<file path="config.mk">
export PLATFORM = sky130hd
export DESIGN_NAME = hero_key_conditioner
export DESIGN_NICKNAME = d
export VERILOG_FILES = /design/src/rtl/hero_key_conditioner.sv
export SDC_FILE = /design/constraint.sdc
export NUM_CORES = 1
export LEC_CHECK = 0
export CAP_MARGIN = 0
export CORE_ASPECT_RATIO = 0.8
export CORE_MARGIN = 2
export CORE_UTILIZATION = 59
export CTS_BUF_LIST = sky130_fd_sc_hd__clkbuf_8
export CTS_CLUSTER_SIZE = 25
export DETAILED_ROUTE_END_ITERATION = 10
export PLACE_DENSITY = 0.81
export REMOVE_ABC_BUFFERS = 1
export SLEW_MARGIN = 5
export SYNTH_ARGS = -nofsm -noshare
export SYNTH_HDL_FRONTEND = slang
export SYNTH_SLANG_ARGS = --single-unit
</file>
<file path="constraint.sdc">
create_clock -name clk_1 -period 1.7 [get_ports clk_1]
set_input_delay 0.34 -clock clk_1 [delete_from_list [all_inputs] [get_ports clk_1]]
set_output_delay 0.34 -clock clk_1 [all_outputs]
set_load 0.02 [all_outputs]
</file>
<file path="src/rtl/hero_key_conditioner.sv">
// Direction push-button conditioner: per-button sync + debounce, then press-edge
// arbitration and hold-to-repeat into one-hot, single-cycle move pulses.
module hero_key_conditioner #(
  parameter int unsigned DEBOUNCE_CYCLES = 4,
  parameter int unsigned REPEAT_DELAY    = 16,
  parameter int unsigned REPEAT_PERIOD   = 8,
  parameter bit          REPEAT_EN       = 1'b1
) (
  input  logic       clk_1,
  input  logic       rst,
  input  logic       en,
  input  logic       btn_up,
  input  logic       btn_down,
  input  logic       btn_left,
  input  logic       btn_right,
  output logic       up,
  output logic       down,
  output logic       left,
  output logic       right,
  output logic [3:0] key_state
);

  localparam int unsigned DB_W   = $clog2(DEBOUNCE_CYCLES) + 1;
  localparam int unsigned RC_MAX = (REPEAT_DELAY > REPEAT_PERIOD) ? REPEAT_DELAY : REPEAT_PERIOD;
  localparam int unsigned RC_W   = $clog2(RC_MAX) + 1;

  localparam logic [DB_W-1:0] DB_LAST     = DB_W'(DEBOUNCE_CYCLES);
  localparam logic [RC_W-1:0] DELAY_LAST  = RC_W'(REPEAT_DELAY - 1);
  localparam logic [RC_W-1:0] PERIOD_LAST = RC_W'(REPEAT_PERIOD - 1);

  typedef enum logic [1:0] {
    IDLE   = 2'd0,
    HOLD   = 2'd1,
    REPEAT = 2'd2
  } state_t;

  // Bit order everywhere: [3]=up, [2]=down, [1]=left, [0]=right
  logic [3:0]      raw_c;
  logic [3:0]      sync1;
  logic [3:0]      sync2;
  logic [3:0]      key_d;
  logic [DB_W-1:0] cnt [4];

  state_t          state, state_nx;
  logic [1:0]      dir, dir_nx;
  logic [RC_W-1:0] rc, rc_nx;
  logic [3:0]      pulse, pulse_nx;
  logic [3:0]      rise_c;
  logic [1:0]      win_c;

  assign raw_c = {btn_up, btn_down, btn_left, btn_right};

  // Two-flop synchroniser for the asynchronous buttons
  always_ff @(posedge clk_1 or posedge rst) begin
    if (rst) begin
      sync1 <= '0;
      sync2 <= '0;
    end else begin
      sync1 <= raw_c;
      sync2 <= sync1;
    end
  end

  // Stable-count debouncer; counter is cleared on acceptance so it never exceeds DB_LAST
  always_ff @(posedge clk_1 or posedge rst) begin
    if (rst) begin
      key_state <= '0;
      key_d     <= '0;
      for (int i = 0; i < 4; i++) cnt[i] <= '0;
    end else begin
      key_d <= key_state;
      for (int i = 0; i < 4; i++) begin
        if (sync2[i] == key_state[i]) begin
          cnt[i] <= '0;
        end else if (cnt[i] == DB_LAST) begin
          key_state[i] <= sync2[i];
          cnt[i]       <= '0;
        end else begin
          cnt[i] <= cnt[i] + DB_W'(1);
        end
      end
    end
  end

  assign rise_c = key_state & ~key_d;

  // Fixed priority among simultaneous press edges
  always_comb begin
    win_c = 2'd0;
    if (rise_c[3])      win_c = 2'd3;
    else if (rise_c[2]) win_c = 2'd2;
    else if (rise_c[1]) win_c = 2'd1;
  end

  always_ff @(posedge clk_1 or posedge rst) begin
    if (rst) begin
      state <= IDLE;
      dir   <= 2'd0;
      rc    <= '0;
      pulse <= '0;
    end else begin
      state <= state_nx;
      dir   <= dir_nx;
      rc    <= rc_nx;
      pulse <= pulse_nx;
    end
  end

  // Repeat FSM; a fresh press edge preempts any hold/repeat in progress
  always_comb begin
    state_nx = state;
    dir_nx   = dir;
    rc_nx    = rc;
    pulse_nx = '0;
    if (!en) begin
      state_nx = IDLE;
      rc_nx    = '0;
    end else if (rise_c != 4'b0000) begin
      pulse_nx[win_c] = 1'b1;
      dir_nx          = win_c;
      rc_nx           = '0;
      state_nx        = HOLD;
    end else begin
      case (state)
        IDLE: begin
          rc_nx = '0;
        end
        HOLD: begin
          if (!key_state[dir]) begin
            state_nx = IDLE;
            rc_nx    = '0;
          end else if (rc == DELAY_LAST) begin
            if (REPEAT_EN) begin
              pulse_nx[dir] = 1'b1;
              rc_nx         = '0;
              state_nx      = REPEAT;
            end
          end else begin
            rc_nx = rc + RC_W'(1);
          end
        end
        REPEAT: begin
          if (!key_state[dir]) begin
            state_nx = IDLE;
            rc_nx    = '0;
          end else if (rc == PERIOD_LAST) begin
            pulse_nx[dir] = 1'b1;
            rc_nx         = '0;
          end else begin
            rc_nx = rc + RC_W'(1);
          end
        end
        default: begin
          state_nx = IDLE;
          rc_nx    = '0;
        end
      endcase
    end
  end

  assign up    = pulse[3];
  assign down  = pulse[2];
  assign left  = pulse[1];
  assign right = pulse[0];

endmodule

</file>
==> impl_metrics.json <==
{
  "outcome": "completed",
  "critPathKind": "register to register",
  "numPortBuffers": 14,
  "dp_slack_ns": -0.0536,
  "layout_setup_ws_ns": 0.0876,
  "end_kind": "register",
  "synth-xor-area-share_pct": 2.87,
  "synth_compound_area_share_pct": 6.55,
  "rrSetupSlack_ns": 0.09,
  "combPwrFrac_pct": 33.9,
  "initial_core_util_pct": 60.7,
  "synth.area.mux_share_pct": 6.42,
  "max_cap_viol_count": 0,
  "grt_usage_pct": 19.5,
  "syn_area_sq_mm": 0.00183,
  "synthAdderAreaFrac_pct": 8.87,
  "min_period_ns": 1.61,
  "clkTransAtPathRegs_ns": 0.08,
  "ys_seq_area_share_pct": 56.0,
  "hold_violations": 0,
  "hold_buffers": 0,
  "grt_pass1_wl_mm": 5.13,
  "p_clk_share_pct": 21.0,
  "viasPerCell": 5.45,
  "core_sq_mm": 0.00302,
  "yosys.area_share.simple_pct": 16.0,
  "yosysTopAreaCell": "dfrtp_1",
  "post_drt_wl_per_cell_microns": 13.4,
  "root_buffer": "clkbuf_8",
  "cts_buffers": 5,
  "fp.dieH_microns": 53.9,
  "drv_slew": 0,
  "crit_path_max_fanout": 9,
  "power_leakage_nw": 0.966,
  "final_nets": 198,
  "areaGrowthSynthToFinish_pct": 17.4,
  "fin_crit_sh_pct": 94.8,
  "htree_levels": 2,
  "skew_ns": 0.00683,
  "r2r-end": "pulse[2]",
  "syn_inst": 156,
  "swShare_pct": 35.0,
  "synth_area_leaders": "dfrtp_1 (56%), ha_1 (8.9%), inv_1 (3.1%)",
  "std_cell_rows": 18,
  "final_core_util_pct": 71.3,
  "clockBufferDepth": 2,
  "clock_sinks": 41,
  "power.density_mw_per_mm2": 1490,
  "dpl.cell_count": 211,
  "num_io_pins": 15,
  "fin_cells": 219,
  "tightest_slew_ns": 0.382,
  "hp-class": "register to register",
  "pwr-share-seq_pct": 45.0,
  "p_total_mw": 3.21,
  "ys_seq_elements": 41,
  "design.die.area_sq_mm": 0.00357,
  "r2r-start": "state[1]",
  "antenna_cells": 0,
  "hold_depth": 0,
  "antenna_found_initial": 0,
  "ant_nets": 0,
  "reg2reg_depth": 5,
  "design_area_sq_mm": 0.00215,
  "grt_overflow": 0,
  "grt_max_degree": 42,
  "holdPathEnd": "sync2[0]",
  "synth.avg_cell_area_sq_um": 11.8,
  "internal_power_mw": 2.09,
  "ys_warn_count": 0,
  "drive_gt1_share_pct": 11.2,
  "routed_wl_mm": 2.94,
  "place.gp.congestion": 0.767,
  "rsz0062_at_grt": "yes",
  "setup-tns-final_ns": 0,
  "drc": 0,
  "hold_start": "sync1[0]",
  "start_kind": "register",
  "critical_path_arrival_ns": 1.78,
  "cts_tree": "yes",
  "finalSetupViolCount": 0,
  "drtPass1Iterations": 4,
  "first_iter_violations": 79,
  "synth_top_cell_area_share_pct": 56.0,
  "crit_required_ns": 1.87,
  "dpl-instance-area_sq_mm": 0.00205,
  "synth_top_family_by_area": "simple AND/OR/NAND/NOR gates",
  "switchingPower_mw": 1.12,
  "grt_pass1_vias": 1129,
  "vias": 1194,
  "max_freq_mhz": 620,
  "synth_cell_types": 31,
  "vdd_drop_max_uv": 1300,
  "hpwl_mm": 2.15,
  "slew-limit-headroom_pct": 74.3,
  "fillers": 221,
  "hold_ws_ns": 0.352,
  "chipWidth_microns": 66.3,
  "clock_latency_ns": 0.28
}
==> flip-flops by register name, indices dropped and copies added (netlist names) <==
register and cells:
cnt 12, rc 5, key_d 4, key_state 4, pulse 4, sync1 4
sync2 4, dir 2, state 2
==> per-layer routing <==
layer	up-vias	routed length, microns	GRT usage (%)
li1	571	-	-
met1	585	1270	24.7
met2	35	1510	34.5
met3	3	140	5.02
met4	0	21	4.08
met5	-	0	0
==> Yosys cell counts <==
cell type  count
a21oi_1        8
nor3b_1        3
and3_1         1
nand4b_1       1
inv_1         15
and2_1         2
mux4_2         1
dfrtp_1       41
nand2_1        8
xor2_1         1
o21ai_0        3
clkbuf_2       1
a2111oi_2      1
o41ai_1        4
nor2_1        12
nor4_1         3
nand4_4        1
o22ai_1        1
or2b_1         2
mux2_2         4
nand4_1        1
a32oi_1        1
nand3b_1       1
nor3_1         3
xnor2_1        5
nand3_1        3
mux2i_1        5
or2_2          1
nand2b_1       3
nor2b_1        7
ha_1          13
==> final cells by class <==
cell class / count / area (sq um) / share of cell area (%)
Inverter: 15 / 56.3 / 2.62
Multi-Input combinational cell: 99 / 756 / 35.1
Clock inverter: 1 / 5.00 / 0.233
Sequential cell: 41 / 1030 / 47.7
Clock buffer: 7 / 96.3 / 4.48
Tap cell: 40 / 50.0 / 2.33
Timing Repair Buffer: 16 / 163 / 7.56
==> worst max-delay path, cell delays in order, from the launching register on <==
cell     delay, ns
dfrtp_1       0.37
inv_1         0.09
ha_1          0.27
and3_1        0.19
nand4_4       0.18
o41ai_1       0.39
==> worst max-delay path by stage <==
stage	to	cells after the start	startpoint
floorplan	pulse[1]	4	key_state[2]
global placement	pulse[1]	4	en
detailed placement	pulse[2]	4	en
CTS	pulse[2]	4	key_state[2]
global route	rc[1]	5	state[1]
finish	pulse[2]	5	state[1]
==> power by group through the flow <==
stage               Clock, mW  Combinational, mW  Sequential, mW
floorplan                   0              0.729            1.49
global placement            0               1.06            1.44
detailed placement          0               1.10            1.46
CTS                     0.698               1.09            1.44
global route            0.732               1.22            1.49
finish                  0.676               1.09            1.45
==> layout by cell type (no fill, tap or decap), types with 4 or more instances in the layout <==
master / synthesis / final
inv_1: 15 / 15
nor2_1: 12 / 12
mux2i_1: 5 / 5
dfrtp_1: 41 / 41
dlygate4sd2_1: 0 / 4
a21oi_1: 8 / 8
ha_1: 13 / 12
nor2b_1: 7 / 7
nand2_1: 8 / 8
clkdlybuf4s50_1: 0 / 10
xnor2_1: 5 / 5
clkbuf_8: 0 / 7
mux2_2: 4 / 4
==> logic make-up after synthesis <==
group                    after synthesis
adder cells (fa/ha/maj)               13
flip-flops                            41
AO/OA/AOI/OAI                         18
buffers and inverters                 16
multiplexers                          10
XOR/XNOR                               6
AND/OR/NAND/NOR                       52
==> repair_timing <==
action | in CTS | in global routing
pin swaps | 0 | 0
setup buffers | 0 | 0
endpoints found under the setup margin | 4 | 2
resized for setup | 4 | 2
No activity file was read; power rests on OpenSTA's default activity.
